$ cat src/rtl/mem_port_arbiter_if.sv
// Processor-memory bus bundle shared by the IC miss path, the LSQ, memory and the arbiter.
interface mem_port_arbiter_if #(
  parameter int unsigned TAG_W  = 4,
  parameter int unsigned ADDR_W = 64,
  parameter int unsigned DATA_W = 64
);

  // Requester side
  logic [1:0]        ic2arb_command;
  logic [ADDR_W-1:0] ic2arb_addr;
  logic [1:0]        lsq2arb_command;
  logic [ADDR_W-1:0] lsq2arb_addr;
  logic [DATA_W-1:0] lsq2arb_data;

  // Memory side
  logic [1:0]        arb2mem_command;
  logic [ADDR_W-1:0] arb2mem_addr;
  logic [DATA_W-1:0] arb2mem_data;
  logic [TAG_W-1:0]  mem2arb_response;
  logic [TAG_W-1:0]  mem2arb_tag;
  logic [DATA_W-1:0] mem2arb_data;

  // Responses and returning data
  logic [TAG_W-1:0]  arb2ic_response;
  logic [TAG_W-1:0]  arb2lsq_response;
  logic              arb2ic_valid;
  logic              arb2lsq_valid;
  logic [TAG_W-1:0]  arb2req_tag;
  logic [DATA_W-1:0] arb2req_data;

  // Status
  logic [2:0]        ic_cnt;
  logic [3:0]        lsq_cnt;
  logic              err_stray;

  // Arbiter view
  modport slave (
    input  ic2arb_command, ic2arb_addr,
    input  lsq2arb_command, lsq2arb_addr, lsq2arb_data,
    input  mem2arb_response, mem2arb_tag, mem2arb_data,
    output arb2mem_command, arb2mem_addr, arb2mem_data,
    output arb2ic_response, arb2lsq_response,
    output arb2ic_valid, arb2lsq_valid, arb2req_tag, arb2req_data,
    output ic_cnt, lsq_cnt, err_stray
  );

  // Environment view (requesters plus memory)
  modport master (
    output ic2arb_command, ic2arb_addr,
    output lsq2arb_command, lsq2arb_addr, lsq2arb_data,
    output mem2arb_response, mem2arb_tag, mem2arb_data,
    input  arb2mem_command, arb2mem_addr, arb2mem_data,
    input  arb2ic_response, arb2lsq_response,
    input  arb2ic_valid, arb2lsq_valid, arb2req_tag, arb2req_data,
    input  ic_cnt, lsq_cnt, err_stray
  );

endinterface

$ cat src/rtl/mem_port_arbiter.sv
// Shares one memory bus between the IC miss path and the LSQ: zero-latency
// round-robin grant, ticket ownership tracking, return routing and load credits.
module mem_port_arbiter #(
  parameter int unsigned TAG_W       = 4,
  parameter int unsigned NUM_TAGS    = 15,
  parameter int unsigned ADDR_W      = 64,
  parameter int unsigned DATA_W      = 64,
  parameter int unsigned MAX_OUT_IC  = 4,
  parameter int unsigned MAX_OUT_LSQ = 8
) (
  input  logic                  clk,
  input  logic                  reset_n,
  mem_port_arbiter_if.slave     bus
);

  localparam int unsigned TBL_N     = NUM_TAGS + 1;  // entry 0 is never written
  localparam int unsigned IC_CNT_W  = 3;
  localparam int unsigned LSQ_CNT_W = 4;

  localparam logic [1:0] BUS_NONE  = 2'd0;
  localparam logic [1:0] BUS_LOAD  = 2'd1;
  localparam logic [1:0] BUS_STORE = 2'd2;

  logic [TBL_N-1:0]     owner_vld_q, owner_vld_d;
  logic [TBL_N-1:0]     owner_q, owner_d;          // 0 = IC, 1 = LSQ
  logic                 rr_q, rr_d;                // 0 = IC has priority
  logic [IC_CNT_W-1:0]  ic_cnt_q, ic_cnt_d;
  logic [LSQ_CNT_W-1:0] lsq_cnt_q, lsq_cnt_d;
  logic                 err_stray_q, err_stray_d;

  logic ic_elig, lsq_elig, gnt_ic, gnt_lsq, accept, acc_load;
  logic ret_vld, ret_hit, ret_lsq;

  // Eligibility, grant and return decode; everything is held quiet while in reset
  always_comb begin
    ic_elig  = reset_n && (bus.ic2arb_command == BUS_LOAD)
               && (ic_cnt_q < IC_CNT_W'(MAX_OUT_IC));
    lsq_elig = reset_n && ((bus.lsq2arb_command == BUS_STORE)
               || ((bus.lsq2arb_command == BUS_LOAD)
                   && (lsq_cnt_q < LSQ_CNT_W'(MAX_OUT_LSQ))));
    gnt_ic   = ic_elig && (!lsq_elig || !rr_q);
    gnt_lsq  = lsq_elig && (!ic_elig || rr_q);
    accept   = (gnt_ic || gnt_lsq) && (bus.mem2arb_response != '0);
    acc_load = accept && (gnt_ic || (bus.lsq2arb_command == BUS_LOAD));
    ret_vld  = reset_n && (bus.mem2arb_tag != '0);
    ret_hit  = ret_vld && owner_vld_q[bus.mem2arb_tag];
    ret_lsq  = owner_q[bus.mem2arb_tag];
  end

  // Combinational bus forwarding and response/return routing
  always_comb begin
    bus.arb2mem_command  = BUS_NONE;
    bus.arb2mem_addr     = '0;
    bus.arb2mem_data     = '0;
    bus.arb2ic_response  = '0;
    bus.arb2lsq_response = '0;
    if (gnt_ic) begin
      bus.arb2mem_command = bus.ic2arb_command;
      bus.arb2mem_addr    = bus.ic2arb_addr;
      bus.arb2ic_response = bus.mem2arb_response;
    end else if (gnt_lsq) begin
      bus.arb2mem_command  = bus.lsq2arb_command;
      bus.arb2mem_addr     = bus.lsq2arb_addr;
      bus.arb2mem_data     = bus.lsq2arb_data;
      bus.arb2lsq_response = bus.mem2arb_response;
    end
    bus.arb2ic_valid  = ret_hit && !ret_lsq;
    bus.arb2lsq_valid = ret_hit && ret_lsq;
    bus.arb2req_tag   = reset_n ? bus.mem2arb_tag  : '0;
    bus.arb2req_data  = reset_n ? bus.mem2arb_data : '0;
    bus.ic_cnt        = ic_cnt_q;
    bus.lsq_cnt       = lsq_cnt_q;
    bus.err_stray     = err_stray_q;
  end

  // Next state: retire on return first so a same-tag accept leaves the new owner valid
  always_comb begin
    owner_vld_d = owner_vld_q;
    owner_d     = owner_q;
    rr_d        = rr_q;
    ic_cnt_d    = ic_cnt_q;
    lsq_cnt_d   = lsq_cnt_q;
    err_stray_d = err_stray_q || (ret_vld && !ret_hit);

    if (ret_hit) owner_vld_d[bus.mem2arb_tag] = 1'b0;
    if (acc_load) begin
      owner_vld_d[bus.mem2arb_response] = 1'b1;
      owner_d[bus.mem2arb_response]     = gnt_lsq;
    end
    if (accept) rr_d = gnt_ic;

    unique case ({acc_load && gnt_ic, ret_hit && !ret_lsq})
      2'b10:   ic_cnt_d = ic_cnt_q + IC_CNT_W'(1);
      2'b01:   ic_cnt_d = ic_cnt_q - IC_CNT_W'(1);
      default: ic_cnt_d = ic_cnt_q;
    endcase
    unique case ({acc_load && gnt_lsq, ret_hit && ret_lsq})
      2'b10:   lsq_cnt_d = lsq_cnt_q + LSQ_CNT_W'(1);
      2'b01:   lsq_cnt_d = lsq_cnt_q - LSQ_CNT_W'(1);
      default: lsq_cnt_d = lsq_cnt_q;
    endcase
  end

  // State registers
  always_ff @(posedge clk or negedge reset_n) begin
    if (!reset_n) begin
      owner_vld_q <= '0;
      owner_q     <= '0;
      rr_q        <= 1'b0;
      ic_cnt_q    <= '0;
      lsq_cnt_q   <= '0;
      err_stray_q <= 1'b0;
    end else begin
      owner_vld_q <= owner_vld_d;
      owner_q     <= owner_d;
      rr_q        <= rr_d;
      ic_cnt_q    <= ic_cnt_d;
      lsq_cnt_q   <= lsq_cnt_d;
      err_stray_q <= err_stray_d;
    end
  end

endmodule

$ cat src/flat_wrapper.sv
// flat-port wrapper written by rule: the top's interface ports become plain ports
module mem_port_arbiter_flat 
#(
  parameter int unsigned TAG_W       = 4,
  parameter int unsigned NUM_TAGS    = 15,
  parameter int unsigned ADDR_W      = 64,
  parameter int unsigned DATA_W      = 64,
  parameter int unsigned MAX_OUT_IC  = 4,
  parameter int unsigned MAX_OUT_LSQ = 8
)
  (clk, reset_n, bus_ic2arb_command, bus_ic2arb_addr, bus_lsq2arb_command, bus_lsq2arb_addr, bus_lsq2arb_data, bus_mem2arb_response, bus_mem2arb_tag, bus_mem2arb_data, bus_arb2mem_command, bus_arb2mem_addr, bus_arb2mem_data, bus_arb2ic_response, bus_arb2lsq_response, bus_arb2ic_valid, bus_arb2lsq_valid, bus_arb2req_tag, bus_arb2req_data, bus_ic_cnt, bus_lsq_cnt, bus_err_stray);
  mem_port_arbiter_if #(.TAG_W(TAG_W), .ADDR_W(ADDR_W), .DATA_W(DATA_W)) bus_i ();
  input  logic clk;
  input  logic reset_n;
  input wire logic [$bits(bus_i.ic2arb_command)-1:0] bus_ic2arb_command;
  input wire logic [$bits(bus_i.ic2arb_addr)-1:0] bus_ic2arb_addr;
  input wire logic [$bits(bus_i.lsq2arb_command)-1:0] bus_lsq2arb_command;
  input wire logic [$bits(bus_i.lsq2arb_addr)-1:0] bus_lsq2arb_addr;
  input wire logic [$bits(bus_i.lsq2arb_data)-1:0] bus_lsq2arb_data;
  input wire logic [$bits(bus_i.mem2arb_response)-1:0] bus_mem2arb_response;
  input wire logic [$bits(bus_i.mem2arb_tag)-1:0] bus_mem2arb_tag;
  input wire logic [$bits(bus_i.mem2arb_data)-1:0] bus_mem2arb_data;
  output wire logic [$bits(bus_i.arb2mem_command)-1:0] bus_arb2mem_command;
  output wire logic [$bits(bus_i.arb2mem_addr)-1:0] bus_arb2mem_addr;
  output wire logic [$bits(bus_i.arb2mem_data)-1:0] bus_arb2mem_data;
  output wire logic [$bits(bus_i.arb2ic_response)-1:0] bus_arb2ic_response;
  output wire logic [$bits(bus_i.arb2lsq_response)-1:0] bus_arb2lsq_response;
  output wire logic [$bits(bus_i.arb2ic_valid)-1:0] bus_arb2ic_valid;
  output wire logic [$bits(bus_i.arb2lsq_valid)-1:0] bus_arb2lsq_valid;
  output wire logic [$bits(bus_i.arb2req_tag)-1:0] bus_arb2req_tag;
  output wire logic [$bits(bus_i.arb2req_data)-1:0] bus_arb2req_data;
  output wire logic [$bits(bus_i.ic_cnt)-1:0] bus_ic_cnt;
  output wire logic [$bits(bus_i.lsq_cnt)-1:0] bus_lsq_cnt;
  output wire logic [$bits(bus_i.err_stray)-1:0] bus_err_stray;
  assign bus_i.ic2arb_command = bus_ic2arb_command;
  assign bus_i.ic2arb_addr = bus_ic2arb_addr;
  assign bus_i.lsq2arb_command = bus_lsq2arb_command;
  assign bus_i.lsq2arb_addr = bus_lsq2arb_addr;
  assign bus_i.lsq2arb_data = bus_lsq2arb_data;
  assign bus_i.mem2arb_response = bus_mem2arb_response;
  assign bus_i.mem2arb_tag = bus_mem2arb_tag;
  assign bus_i.mem2arb_data = bus_mem2arb_data;
  assign bus_arb2mem_command = bus_i.arb2mem_command;
  assign bus_arb2mem_addr = bus_i.arb2mem_addr;
  assign bus_arb2mem_data = bus_i.arb2mem_data;
  assign bus_arb2ic_response = bus_i.arb2ic_response;
  assign bus_arb2lsq_response = bus_i.arb2lsq_response;
  assign bus_arb2ic_valid = bus_i.arb2ic_valid;
  assign bus_arb2lsq_valid = bus_i.arb2lsq_valid;
  assign bus_arb2req_tag = bus_i.arb2req_tag;
  assign bus_arb2req_data = bus_i.arb2req_data;
  assign bus_ic_cnt = bus_i.ic_cnt;
  assign bus_lsq_cnt = bus_i.lsq_cnt;
  assign bus_err_stray = bus_i.err_stray;
  mem_port_arbiter #(.TAG_W(TAG_W), .NUM_TAGS(NUM_TAGS), .ADDR_W(ADDR_W), .DATA_W(DATA_W), .MAX_OUT_IC(MAX_OUT_IC), .MAX_OUT_LSQ(MAX_OUT_LSQ)) u_core (.clk(clk), .reset_n(reset_n), .bus(bus_i));
endmodule
$ cat config.mk
export PLATFORM = sky130hd
export DESIGN_NAME = mem_port_arbiter_flat
export DESIGN_NICKNAME = d
export VERILOG_FILES = /design/src/rtl/mem_port_arbiter_if.sv /design/src/rtl/mem_port_arbiter.sv /design/src/flat_wrapper.sv
export SDC_FILE = /design/constraint.sdc
export NUM_CORES = 1
export LEC_CHECK = 0
export CORE_AREA = 2 2 191 193
export CTS_CLUSTER_SIZE = 8
export DETAILED_ROUTE_END_ITERATION = 12
export DIE_AREA = 0 0 193 195
export SETUP_SLACK_MARGIN = 0.15
export SLEW_MARGIN = 20
export SYNTH_ARGS = -nofsm -noshare
export SYNTH_HDL_FRONTEND = slang
export SYNTH_SLANG_ARGS = --single-unit
$ cat constraint.sdc
create_clock -name clk -period 4.24 [get_ports clk]
set_input_delay 0.424 -clock clk [delete_from_list [all_inputs] [get_ports clk]]
set_output_delay 0.424 -clock clk [all_outputs]
set_load 0.01 [all_outputs]
==> reports/qor.csv <==
metric;value;unit
area leader, netlist;dfrtp_1;
Slew Viols, Final;0;
die area;0.03764;mm²
initial antenna violation count;14;
synth cell count leaders;and2_1, a22o_1, dfrtp_1;
Std-Cell Core Area;0.03540;mm²
largest net degree at the start of global routing;134;
Final Hold Vio Count;0;
Routed WL;28.64;mm
dominant cell by count in the synthesized netlist;and2_1;
Cell Pwr Density;230.9;mW/mm²
DR DRC count;0;
overall die width;193;µm
initial core utilization;11.24;%
crit path time final;3.608;ns
CTS Hold Bufs;0;
CTS H-Tree Depth;2;
global placement routability congestion;0.8201;
Setup TNS;0;ns
area grow syn2layout;137.2;%
final net count;1175;
Crit Path Max Fanout;12;
status;completed;
CTS Buffer Depth;2;
worst reg2reg startpoint;u_core.owner_vld_q[9]$_DFF_PN0_;
Avg Vias per Cell;3.866;
post-synthesis net count;715;
Distinct cells, synth;50;
post-synthesis cell area;0.003979;mm²
slew of the pin with the lowest slew margin;0.5667;ns
IO Pins;486;
share of cells above drive strength 1;5.993;%
HPWL Detailed;24.46;mm
gr usage total;14.20;%
top-area cell type share of the netlist area;25.79;%
GRT Residual Overflow;0;
Critical Path RT;4.40;ns
Crit path largest cell delay;0.80;ns
Max IR drop VDD;160.2;µV
chip height;195;µm
Synth Register Bits;41;
crit path capture type;register;
WP data arrival;3.77;ns
Routed Antenna Nets;0;
Primary FF master, synth;dfrtp_1;
Synth area leaders;dfrtp_1, and2_1, a22o_1;
CTS Sinks;41;
via count;5273;
Fill cells;3781;
Crit path max-delay family;multiplexers;
Rel. slew slack;62.22;%
Fmax;0.2772;GHz
worst path cell trace;clkdlybuf4s50_1 -> mux2_2 -> mux4_2 -> a32oi_1 -> nor2b_1 -> ha_1 -> xor2_1 -> ha_1 -> a21oi_1 -> xor2_1 -> nor2_1 -> xor2_1;
post-CTS sizing;0;
vias in the first global route;5387;
WP buf/inv;1;
CP Launch Type;input pin;
register area share after synthesis;25.79;%
Clock Skew;0.007931;ns
critical path class;input pin to register;
area of the multi-input gates;0.002696;mm²
FF/Latch Area;0.001026;mm²
Routed WL per cell;21.00;µm
Most common cell on crit path;xor2_1;
RSZ-0062 raised after global routing;no;
Final Cycle Share;85.09;%
Placed Cells;1354;
CTS Buf Count;5;
Hold WC Path Type;input pin to asynchronous set/reset pin;
crit path max-delay cell type;clkdlybuf4s50_1;
LEAKAGE;0.003661;µW
number of detailed-route iterations in the first pass;4;
Reg clk slew, reported paths;0.06;ns
crit path from;bus_mem2arb_tag[1];
CTS tree;done;
asr flop ratio synth;100.0;%
post-synthesis average cell area;9.043;µm²
global-route wire length before repair;38.22;mm
Syn Inst Count;440;
Clock Latency Late Sink;0.28;ns
CTS root buf;clkbuf_16;
# Post-CTS Setup Buffers;0;
Post-synth EDFFs;0;
I/O Buffers;485;
Placement Rows;69;
Setup-failing EPs final;0;
synth warn;0;
fin cells;1364;
Max-cap violations;0;
initial drt markers;281;
cells by family after synthesis:
family | count (synthesis) | synth area share (%)
fa+ha+maj | 5 | 1.761
flops | 41 | 25.79
xor+xnor | 8 | 1.761
simple gates | 208 | 32.23
buf+inv | 46 | 6.666
compound gates | 102 | 20.57
mux | 30 | 11.23
cells in the final DEF, fill, tap and decap left out, types with 8 or more instances in the layout:
| master | count |
|---|---|
| nand2b_1 | 9 |
| mux2_4 | 8 |
| nand2_1 | 15 |
| clkdlybuf4s50_1 | 484 |
| and2_1 | 136 |
| o21ai_0 | 12 |
| mux2_2 | 12 |
| dfrtp_1 | 41 |
| a22o_1 | 64 |
| nor3_1 | 8 |
final cells by class:
cell class / count / area share [%]
clock buffers: 7 / 1.512
inverters: 6 / 0.2387
flip-flops and latches: 41 / 10.87
well taps: 461 / 6.112
repair buffers: 493 / 52.32
multi-input cells: 353 / 28.57
clock inverters: 1 / 0.3182
diodes: 2 / 0.05304
worst reg2reg max path, stage by stage (launching register included):
cell and delay, ns:
dfrtp_1 0.38, mux2_4 0.26, mux4_2 0.48, a32oi_1 0.32
nor2b_1 0.16, ha_1 0.30, xor2_1 0.19, ha_1 0.19
a21oi_1 0.14, xor2_1 0.17, nor2_1 0.07, xor2_1 0.14
power breakdown:
| group | internal, µW | switching [µW] | total, µW |
|---|---|---|---|
| clock | 294 | 150 | 444 |
| combinational | 706 | 465 | 1170 |
| sequential | 484 | 80.1 | 564 |
registers in the layout, summed over array words and instances, names as in the netlist:
signal	count
u_core.bus.lsq_cnt	4
u_core.owner_q	16
u_core.owner_vld_q	16
u_core.bus.ic_cnt	3
u_core.bus.err_stray	1
u_core.rr_q	1
through the flow:
step                utilization (%)  hold slack, ns  power, µW  instance area [µm²]  setup WS, ns
floorplan                         -          0.1284       1028                 3979         1.334
global placement              26.16          0.3480       1745                 9259        0.3876
detailed placement            26.16          0.3514       1746                 9259        0.3442
CTS                           26.65         0.04926       2200                 9432        0.6311
global route                  26.66         0.05417       2314                 9437        0.4377
finish                        26.66         0.03633       2179                 9437        0.6320
metal layers:
metal / vias up / GRT usage (%) / routed length [µm]
met5: - / 0 / 26
met4: 4 / 2.357 / 370
met3: 31 / 4.655 / 2862
met2: 321 / 25.89 / 14550
met1: 2434 / 16.18 / 10830
li1: 2483 / - / -
final timing paths:
path	to	depth (start not counted)	slack, ns
max reg2reg	u_core.bus.lsq_cnt[2]$_DFFE_PN0P_	11	1.33
max	u_core.bus.lsq_cnt[2]$_DFFE_PN0P_	12	0.63
min reg2reg	u_core.owner_vld_q[0]$_DFF_PN0_	0	0.37
min in group clk	u_core.owner_vld_q[0]$_DFF_PN0_	0	0.37
max in group asynchronous	u_core.owner_q[5]$_DFFE_PN0P_	2	3.65
min	u_core.bus.err_stray$_DFF_PN0_	1	0.04
Power figures use the tool's default switching activity.
